$ cat src/rtl/hit_event_manager.sv
`timescale 1ns/1ps
// Folds per-pixel overlaps into one event pulse per type per frame, and owns
// lives, post-hit invulnerability blinking and the IDLE/PLAY/HIT/GAME_OVER flow.
module hit_event_manager #(
  parameter int START_LIVES   = 3,
  parameter int INVULN_FRAMES = 60,
  parameter int BLINK_PERIOD  = 4
) (
  input  logic       clk,
  input  logic       reset,
  input  logic       startOfFrame,
  input  logic       game_start,
  input  logic       collision,
  input  logic       collisionBanana,
  input  logic       drawing_request_spaceship,
  input  logic       drawing_request_banana,
  input  logic       drawing_request_shield,
  output logic       projectile_kill,
  output logic       banana_kill,
  output logic       shield_hit,
  output logic       ship_hit,
  output logic [1:0] lives,
  output logic [7:0] shield_hit_count,
  output logic       ship_visible,
  output logic       freeze,
  output logic       game_over
);

  localparam int CNT_W = (INVULN_FRAMES > 1) ? $clog2(INVULN_FRAMES) : 1;
  localparam int BLK_W = (BLINK_PERIOD > 1) ? $clog2(BLINK_PERIOD) : 1;
  localparam logic [CNT_W-1:0] CNT_LAST   = CNT_W'(INVULN_FRAMES - 1);
  localparam logic [BLK_W-1:0] BLK_LAST   = BLK_W'(BLINK_PERIOD - 1);
  localparam logic [1:0]       LIVES_INIT = 2'(START_LIVES);

  typedef enum logic [1:0] {S_IDLE, S_PLAY, S_HIT, S_OVER} state_t;

  function automatic logic [7:0] sat_inc8(input logic [7:0] v);
    return (v == 8'hFF) ? v : v + 8'd1;
  endfunction

  state_t           state, state_nx;
  logic [1:0]       lives_nx;
  logic [CNT_W-1:0] cnt, cnt_nx;
  logic [BLK_W-1:0] blk, blk_nx;
  logic             vis_nx;
  logic [7:0]       hits_nx;
  logic             flag_clr, active, vld_p0;
  logic             t_proj, t_banana, t_ship, t_shield;
  logic             f_proj, f_banana, f_ship, f_shield;
  logic             pk_nx, bk_nx, sh_nx, shp_nx;
  logic             pk_p1, bk_p1, sh_p1, shp_p1;

  assign t_proj   = collision;
  assign t_banana = collisionBanana;
  assign t_ship   = collisionBanana & drawing_request_spaceship & drawing_request_banana;
  assign t_shield = (collision | collisionBanana) & drawing_request_shield;

  // Stage p0: frame flags accumulate; startOfFrame samples the old frame and restarts.
  always_ff @(posedge clk) begin
    if (reset || flag_clr) begin
      f_proj   <= 1'b0;
      f_banana <= 1'b0;
      f_ship   <= 1'b0;
      f_shield <= 1'b0;
    end else if (startOfFrame) begin
      f_proj   <= t_proj;
      f_banana <= t_banana;
      f_ship   <= t_ship;
      f_shield <= t_shield;
    end else begin
      f_proj   <= f_proj   | t_proj;
      f_banana <= f_banana | t_banana;
      f_ship   <= f_ship   | t_ship;
      f_shield <= f_shield | t_shield;
    end
  end

  always_comb begin
    state_nx = state;
    lives_nx = lives;
    cnt_nx   = cnt;
    blk_nx   = blk;
    vis_nx   = ship_visible;
    flag_clr = 1'b0;
    active   = (state == S_PLAY) || (state == S_HIT);
    vld_p0   = startOfFrame & active;
    pk_nx    = vld_p0 & f_proj;
    bk_nx    = vld_p0 & f_banana;
    sh_nx    = vld_p0 & f_shield;
    shp_nx   = 1'b0;
    hits_nx  = sh_nx ? sat_inc8(shield_hit_count) : shield_hit_count;
    case (state)
      S_PLAY: begin
        if (vld_p0 && f_ship && (lives != 2'd0)) begin
          shp_nx   = 1'b1;
          lives_nx = lives - 2'd1;
          if (lives == 2'd1) begin
            state_nx = S_OVER;
          end else begin
            state_nx = S_HIT;
            cnt_nx   = '0;
            blk_nx   = '0;
            vis_nx   = 1'b0;
          end
        end
      end
      S_HIT: begin
        // Ship overlaps are ignored here; the counter sits on its last value for one full frame.
        if (vld_p0) begin
          if (cnt == CNT_LAST) begin
            state_nx = S_PLAY;
            vis_nx   = 1'b1;
          end else begin
            cnt_nx = cnt + 1'b1;
            if (blk == BLK_LAST) begin
              blk_nx = '0;
              vis_nx = ~ship_visible;
            end else begin
              blk_nx = blk + 1'b1;
            end
          end
        end
      end
      default: begin
        if (game_start) begin
          state_nx = S_PLAY;
          lives_nx = LIVES_INIT;
          hits_nx  = 8'd0;
          vis_nx   = 1'b1;
          flag_clr = 1'b1;
        end
      end
    endcase
  end

  // Stage p1: registered pulses and game state, one clock after the frame boundary.
  always_ff @(posedge clk) begin
    if (reset) begin
      state            <= S_IDLE;
      lives            <= 2'd0;
      cnt              <= '0;
      blk              <= '0;
      ship_visible     <= 1'b1;
      shield_hit_count <= 8'd0;
      pk_p1            <= 1'b0;
      bk_p1            <= 1'b0;
      sh_p1            <= 1'b0;
      shp_p1           <= 1'b0;
    end else begin
      state            <= state_nx;
      lives            <= lives_nx;
      cnt              <= cnt_nx;
      blk              <= blk_nx;
      ship_visible     <= vis_nx;
      shield_hit_count <= hits_nx;
      pk_p1            <= pk_nx;
      bk_p1            <= bk_nx;
      sh_p1            <= sh_nx;
      shp_p1           <= shp_nx;
    end
  end

  assign projectile_kill = pk_p1;
  assign banana_kill     = bk_p1;
  assign shield_hit      = sh_p1;
  assign ship_hit        = shp_p1;
  assign freeze          = (state == S_IDLE) || (state == S_OVER);
  assign game_over       = (state == S_OVER);

endmodule

$ cat config.mk
export PLATFORM = sky130hd
export DESIGN_NAME = hit_event_manager
export DESIGN_NICKNAME = d
export VERILOG_FILES = /design/src/rtl/hit_event_manager.sv
export SDC_FILE = /design/constraint.sdc
export NUM_CORES = 1
export LEC_CHECK = 0
export ABC_CLOCK_PERIOD_IN_PS = 2250
export BUFFER_PORTS_ARGS = -buffer_cell sky130_fd_sc_hd__buf_2
export CORE_MARGIN = 10
export CORE_UTILIZATION = 55
export CTS_CLUSTER_DIAMETER = 80
export CTS_CLUSTER_SIZE = 28
export DETAILED_ROUTE_END_ITERATION = 10
export PLACE_DENSITY = 0.79
export SKIP_LAST_GASP = 1
export SLEW_MARGIN = 25
export SYNTH_ARGS = -nofsm -noshare
export SYNTH_HDL_FRONTEND = slang
export SYNTH_SLANG_ARGS = --single-unit
$ cat constraint.sdc
create_clock -name clk -period 2.25 [get_ports clk]
set_input_delay 0.225 -clock clk [delete_from_list [all_inputs] [get_ports clk]]
set_output_delay 0.225 -clock clk [all_outputs]
set_load 0.02 [all_outputs]
After elaboration in Yosys (flattened, before gate mapping)
Cells that the tools add are included.
{"block": "totals", "input_bits": 9, "elab_cells": 100, "register_bits": 29, "out_inout_bits": 17}
{"block": "op_classes", "n_mux": 38, "bitwise_logic": 15, "eq_ne": 13, "reduce_logical": 16, "add_sub_neg": 4}
{"operator": "$mux 8", "count": 4}
{"operator": "$mux 6", "count": 4}
{"operator": "$mux 2", "count": 11}
{"operator": "$mux 1", "count": 14}
{"operator": "$pmux 2 s2", "count": 3}
{"operator": "$pmux 6 s2", "count": 1}
{"operator": "$reduce_and 5->1", "count": 2}
{"operator": "$add 8x1->8 const B", "count": 1}
{"operator": "$eq 8x8->1 const B", "count": 1}
{"operator": "$and 1x1->1", "count": 7}
{"operator": "$add 6x1->6 const B", "count": 1}
{"operator": "$eq 2x2->1 const B", "count": 3}
{"operator": "$eq 6x6->1 const B", "count": 1}
{"operator": "$ne 2x2->1 const B", "count": 3}
{"operator": "$reduce_bool 2->1", "count": 3}
{"operator": "$or 1x1->1", "count": 5}
{"operator": "$eq 2x1->1 const B", "count": 2}
{"operator": "$ne 2x1->1 const B", "count": 2}
{"operator": "$reduce_and 4->1", "count": 1}
{"operator": "$reduce_or 2->1", "count": 2}
{"operator": "$logic_or 1x1->1", "count": 3}
{"operator": "$ne 3x1->1 const B", "count": 1}
{"operator": "$not 1->1", "count": 3}
{"operator": "$reduce_and 3->1", "count": 1}
{"operator": "6 further kinds", "count": 7}

Longest topological paths before layout
Gate-level depths: netlist of the first run.
{"block": "logic_depth", "word_depth": 7, "depth_mapped": 8, "mapped_depth_nobuf": 6}

Worst setup path after synthesis of the first run
Ideal clock, no wire load.
{"block": "synth_path", "path_kind": "reg2reg", "from": "reg state[0]", "to": "reg cnt[0]", "t_required_ns": 2.180, "n_path_buf": 1, "setup_ns": 0.070, "arrival_time_ns": 1.977, "path_slack_ns": 0.203, "stages_incl_launch_ff": 8, "synth_period_minus_slack_ns": 2.047, "cell_sequence": "dfxtp_1 inv_1 ha_1 nand4bb_1 o21a_1 buf_6 or4_1 a21oi_1"}
{"block": "synth_via", "elab_chain_cells": 7, "elab_cells_between_ends": 13, "classes_between": "eq/ne: 6; mux: 1; bitwise: 1; reduce/logical: 5"}
{"item": "start, declared", "line_no": "41", "text": "state_t state, state_nx;"}
{"item": "start signal, assigned", "line_no": "150", "text": "state <= state_nx;"}
{"item": "$eq 2x1->1 / $eq 2x2->1 (equally long branches)", "line_no": "85, 92"}
{"item": "$logic_or 1x1->1", "line_no": "85", "text": "active = (state == S_PLAY) || (state == S_HIT);"}
{"item": "$and 1x1->1", "line_no": "86", "text": "vld_p0 = startOfFrame & active;"}
{"item": "$logic_and 1x1->1 (2 in series)", "line_no": "94", "text": "if (vld_p0 && f_ship && (lives != 2'd0)) begin"}
{"item": "$ne 2x1->1 (no source line)"}
{"item": "$reduce_and 5->1 (no source line)"}
{"item": "end signal, assigned", "line_no": "152", "text": "cnt <= cnt_nx;"}
{"item": "end, declared", "line_no": "43", "text": "logic [CNT_W-1:0] cnt, cnt_nx;"}
Several ways; a longest one is shown, not always the timed one.
A chain may end at the register's enable or synchronous reset.

Final worst setup path of the first run
Ends and elaborated chain as after synthesis.

==> results of run 1 <==
state kept, by name, indices dropped and copies added (netlist names):
signal / cells
shield_hit_count: 8
cnt: 6
blk: 2
lives: 2
state: 2
banana_kill: 1
f_banana: 1
f_proj: 1
f_shield: 1
f_ship: 1
projectile_kill: 1
shield_hit: 1
ship_hit: 1
ship_visible: 1
layout make-up:
class,count,share of cell area
repair buffers,28,0.08495
multi-input cells,127,0.4896
well taps,30,0.02160
clock inverters,3,0.02664
inverters,10,0.02160
clock buffers,5,0.02160
flip-flops and latches,29,0.3341
worst max-delay path by stage:
stage | startpoint | endpoint | slack [ps] | cells after the start
6_report | state[0] | cnt[0] | 140 | 6
5_1_grt | state[0] | cnt[0] | 20 | 6
4_1_cts | state[0] | cnt[0] | 110 | 6
3_5_place_dp | state[0] | cnt[0] | 160 | 6
3_3_place_gp | state[0] | cnt[0] | 250 | 6
2_1_floorplan | state[0] | cnt[0] | 200 | 7
critical path, cell delays in order, from the launching register on:
cell	delay, ps
dfxtp_1	380
inv_1	70
ha_1	370
nand4bb_1	250
o21a_2	310
or4_1	520
a21oi_1	140
Yosys cell counts (4+ instances only):
library cell	count	share of area
nand3_1	4	0.013
dfxtp_1	29	0.39
mux2i_1	5	0.033
nor3_1	5	0.017
a211oi_1	4	0.020
o31ai_1	5	0.025
inv_1	10	0.025
nor2_1	17	0.043
ha_1	8	0.067
a21oi_1	13	0.043
nand2_1	14	0.035
nand2b_1	5	0.021
logic make-up after synthesis:
group,after synthesis
AOI/OAI and AO/OA,45
and+or+nand+nor,66
DFF,29
buffers and inverters,16
xor gates and xnor gates,3
adders and majority gates,8
muxes,5
what timing repair did:
| action | 4_1_cts | 5_1_grt |
|---|---|---|
| setup buffers | 0 | 0 |
| resized for setup | 0 | 2 |
| hold buffers | 0 | 0 |
| endpoints found under the setup margin | 0 | 1 |
| endpoints found under the hold margin | 0 | 0 |
power groups by stage:
stage | clock [mW] | sequential (mW) | combinational, mW
floorplan | 0 | 0.557 | 0.0922
global placement | 0 | 0.550 | 0.131
detailed placement | 0 | 0.552 | 0.135
CTS | 0.441 | 0.540 | 0.136
global route | 0.462 | 0.543 | 0.155
finish | 0.435 | 0.540 | 0.138
layer usage:
| layer | wire length (um) | share of wire | vias up |
|---|---|---|---|
| li1 | - | - | 688 |
| met1 | 1607 | 0.45 | 634 |
| met2 | 1691 | 0.48 | 40 |
| met3 | 197 | 0.056 | 6 |
| met4 | 47 | 0.013 | 0 |
| met5 | 0 | 0 | - |
==> flow_summary.json, run 1 <==
{
  "reg2reg_depth": 6,
  "cts-root-buf": "clkbuf_4",
  "worst-setup-path-type": "flop to flop",
  "wl_per_cell_um": 15.27,
  "fmaxAchievable_ghz": 0.4744,
  "grt_overflow_total": 0,
  "yosysUniqueCellTypes": 48,
  "die_w_um": 72.21,
  "numCtsBuffers": 5,
  "power_density_nw_per_um2": 640.9,
  "final_util": 0.6829,
  "fin_skew_ps": 10.59,
  "start_util": 0.5890,
  "drcViolationCount": 0,
  "synth_warnings": 0,
  "hold_viol": 0,
  "ant_nets": 0,
  "ios": 26,
  "drt_iter0_drc": 141,
  "reg2reg_slack_ps": 140,
  "gp_congestion": 0.7714,
  "hold-worst-slack_ps": 107.2,
  "p_int_uw": 817.8,
  "clkTransAtPathRegs_ps": 100,
  "cts_max_path_buffers": 2,
  "reg2reg_to": "cnt[0]",
  "drive_above_1_share": 0.2030,
  "core_area_um2": 2545,
  "place_ws_ps": 158.8,
  "grt_pass1_wl_mm": 5.920,
  "comb_power_share": 0.124,
  "synthAdderAreaFrac": 0.06678,
  "p_sw_uw": 295.9,
  "post-route-min-period_ps": 2108,
  "syn_avg_cell_area_um2": 8.715,
  "ys.flop_type": "dfxtp_1",
  "die_h_um": 72.21,
  "use_met1": 0.1575,
  "grt_pass1_vias": 1361,
  "n_antenna_cell": 0,
  "crit_required_ps": 2520,
  "finalPower_mw": 1.114,
  "synth_top_family_by_area": "simple AND/OR/NAND/NOR gates",
  "whs_endpoint": "f_proj",
  "min_from": "collision",
  "fin_crit_sh": 0.9369,
  "tritoncts": "yes",
  "filler_cell_count": 213,
  "synthArstFlopShare": 0,
  "fin_ws_ps": 142.0,
  "setup_tns_ps": 0,
  "synth-edff-count": 0,
  "grt_max_degree": 13,
  "totalWireLength_mm": 3.543,
  "status": "completed",
  "area_growth_pct": 15.94,
  "track_usage": 0.1375,
  "ys_seq_elements": 29,
  "p_leak_nw": 0.7037,
  "cts_htree_levels": 2,
  "syn_inst": 172,
  "cts.sinks": 29,
  "max-vdd-ir-drop_mv": 0.6548,
  "mostFrequentLayoutCell": "dfxtp_1",
  "cp-end-kind": "flop",
  "tightest_slew_ps": 483.6,
  "rsz0062_at_grt": "no",
  "min_path_cells": 3,
  "rows": 18,
  "multiInputGateArea_um2": 850.8,
  "arrival_ps": 2370,
  "final_cell_count_no_fill": 232,
  "p_clk_frac": 0.391,
  "via_per_inst": 5.897,
  "p_sw_frac": 0.2657,
  "r2r-start": "state[0]",
  "use_met2": 0.2206,
  "met3_usage": 0.05442,
  "io_buffer_count": 25,
  "place_hpwl_mm": 2.652,
  "synth-compound-area-share": 0.2087,
  "regArea_um2": 580.6,
  "nets": 218,
  "antenna_found_initial": 0,
  "relSlewSlack": 0.6764,
  "vias": 1368,
  "cp_max_fo": 10,
  "setup_violations": 0,
  "synth-simple-area-share": 0.2387,
  "drv_slew": 0,
  "syn_area_um2": 1499,
  "layout_common_cells": "dfxtp_1 (29), buf_2 (25), nor2_1 (17)",
  "setup.worst_path.start_class": "flop",
  "power_frac_seq": 0.485,
  "placed_area_um2": 1650,
  "clock_latency_ps": 330,
  "synth_xor_xnor_area_share": 0.01753,
  "synth_mux_area_frac": 0.03339,
  "first_pass_iters": 4,
  "synth_fp_nets": 189,
  "fin_area_um2": 1738,
  "die_area_um2": 5214,
  "holdCritPathClass": "primary input to flop",
  "placedCellCount": 224,
  "max_cap_violations": 0,
  "yosysSeqAreaShare": 0.3873,
  "top_usage_layer": "met2"
}
No activity file was read; power rests on OpenSTA's default activity.
==> run 2: changes to the inputs <==
--- a/config.mk
+++ b/config.mk
@@ -5,14 +5,16 @@
 export SDC_FILE = /design/constraint.sdc
 export NUM_CORES = 1
 export LEC_CHECK = 0
+export ABC_AREA = 1
 export ABC_CLOCK_PERIOD_IN_PS = 2250
 export BUFFER_PORTS_ARGS = -buffer_cell sky130_fd_sc_hd__buf_2
+export CAP_MARGIN = 20
 export CORE_MARGIN = 10
 export CORE_UTILIZATION = 55
 export CTS_CLUSTER_DIAMETER = 80
 export CTS_CLUSTER_SIZE = 28
 export DETAILED_ROUTE_END_ITERATION = 10
-export PLACE_DENSITY = 0.79
+export PLACE_DENSITY = 0.78
 export SKIP_LAST_GASP = 1
 export SLEW_MARGIN = 25
 export SYNTH_ARGS = -nofsm -noshare
==> flow_summary.json, run 2 <==
{
  "gp_congestion": 0.8243,
  "synth_area_leaders": "dfxtp_1 (37%), nand2_1 (8.4%), nor2_1 (6.5%)",
  "tritoncts": "yes",
  "status": "completed",
  "hold_viol": 0,
  "syn_inst": 211,
  "rows": 19,
  "cp_max_fo": 7,
  "holdCritPathClass": "primary input to flop",
  "drt_iter0_drc": 100,
  "grt_pass1_vias": 1353,
  "wl_per_cell_um": 12.05,
  "setup_violations": 0,
  "yosysTopAreaCell": "dfxtp_1",
  "hold-worst-slack_ps": 116.6,
  "hold_buffers": 0,
  "ys_seq_elements": 29,
  "synth-edff-count": 0,
  "cts_max_path_buffers": 2,
  "synth_warnings": 0,
  "mostFrequentLayoutCell": "nand2_1",
  "fmaxAchievable_ghz": 0.5551,
  "final_cell_count_no_fill": 273,
  "io_buffer_count": 25,
  "finalPower_mw": 1.712,
  "grt_pass1_wl_mm": 5.582,
  "max_stage_delay_ps": 450,
  "fin_skew_ps": 15.07,
  "crit_required_ps": 2540,
  "worst-setup-path-type": "flop to flop",
  "fin_ws_ps": 448.6,
  "grt_max_degree": 15,
  "cts_resized": 0,
  "synthArstFlopShare": 0,
  "syn_avg_cell_area_um2": 7.430,
  "placedCellCount": 265,
  "p_leak_nw": 0.8223,
  "die_area_um2": 5386,
  "start_util": 0.5735,
  "cts-root-buf": "clkbuf_4",
  "yosysSeqAreaShare": 0.3703,
  "synth_top_area_frac": 0.3703,
  "place_hpwl_mm": 2.510,
  "layout_common_cells": "nand2_1 (35), dfxtp_1 (29), nor2_1 (27)",
  "filler_cell_count": 241,
  "numCtsBuffers": 5,
  "setup_tns_ps": 0,
  "max-vdd-ir-drop_mv": 0.8455,
  "synth_fp_nets": 228,
  "drive_above_1_share": 0.2397,
  "totalWireLength_mm": 3.289,
  "die_w_um": 73.39,
  "relSlewSlack": 0.6752,
  "reg2reg_slack_ps": 450,
  "tightest_slew_ps": 487.2,
  "antenna_found_initial": 0,
  "rsz0062_at_grt": "no",
  "top_register": "shield_hit_count",
  "core_area_um2": 2734,
  "track_usage": 0.1267,
  "vias": 1428,
  "drcViolationCount": 0,
  "cts_setup_buffers": 0,
  "die_h_um": 73.39,
  "worst_path_max_delay_cell": "a21oi_1",
  "largest_reg_flops": 8,
  "fin_crit_sh": 0.8006,
  "clock_latency_ps": 340,
  "arrival_ps": 2090,
  "drv_slew": 0,
  "crit_path_cell_trace": "inv_1 -> ha_1 -> a21oi_1 -> inv_1 -> a21oi_1 -> o21a_1",
  "ios": 26,
  "first_pass_iters": 4,
  "synthTopCellsByCount": "nand2_1 (35), dfxtp_1 (29), nor2_1 (27), inv_1 (26), a21oi_1 (17)",
  "clkTransAtPathRegs_ps": 100,
  "reg_top3": "shield_hit_count (8), cnt (6)",
  "place_ws_ps": 461.1,
  "syn_area_um2": 1568,
  "ys.flop_type": "dfxtp_1",
  "max_cap_violations": 0,
  "post-route-min-period_ps": 1801,
  "n_antenna_cell": 0,
  "area_growth_pct": 14.21,
  "ant_nets": 0,
  "via_per_inst": 5.231,
  "setup.worst_path.start_class": "flop",
  "cts.sinks": 29,
  "cp-end-kind": "flop",
  "power_density_nw_per_um2": 956.2,
  "yosys.cell_count.top_type": "nand2_1",
  "grt_overflow_total": 0,
  "nets": 258,
  "yosysUniqueCellTypes": 29,
  "cts_htree_levels": 2
}
run 2: stage by stage:
stage                       util  cell area (um2)
final                     0.6549             1790
after detailed placement  0.6293             1720
after global placement    0.6293             1720
after floorplan                -             1568
after global routing      0.6549             1790
after CTS                 0.6549             1790
run 2: worst paths after layout:
kind                            startpoint                  end  depth (start not counted)
worst max-delay path              state[0]  shield_hit_count[0]                          6
worst min-delay path             collision               f_proj                          3
worst max register to register    state[0]  shield_hit_count[0]                          6
worst min register to register      f_proj      projectile_kill                          2
run 2: cell families after synthesis:
kind of cell,count (synthesis),share of synthesized area
DFF,29,0.3703
AOI/OAI and AO/OA,34,0.1285
and+or+nand+nor,107,0.3520
xor gates and xnor gates,1,0.005588
buffers and inverters,32,0.07980
adders and majority gates,8,0.06385
run 2: power breakdown:
| part | switching [mW] | internal, mW |
|---|---|---|
| clock | 0.191 | 0.181 |
| sequential | 0.0419 | 0.575 |
| combinational | 0.476 | 0.248 |
run 2: routing by layer:
layer  track usage  routed length (um)  up-vias
met5             0                   0        -
met4       0.06625                  68        0
met3       0.04576                 183        9
met2        0.2034                1535       31
met1        0.1435                1502      633
li1              -                   -      755
run 2: layout make-up:
class,count,area [um2],area share
clock buffers,7,65.06,0.03634
repair buffers,25,125.1,0.06988
clock inverters,1,5.005,0.002795
flip-flops and latches,29,580.6,0.3242
multi-input cells,150,862.1,0.4815
well taps,31,38.79,0.02166
inverters,30,113.9,0.06359
run 2: critical path, delay by kind of cell, from the launching register on:
kind	cells	cell delay, ps
compound gates	3	730
flops	1	370
fa+ha+maj	1	370
buf+inv	2	280
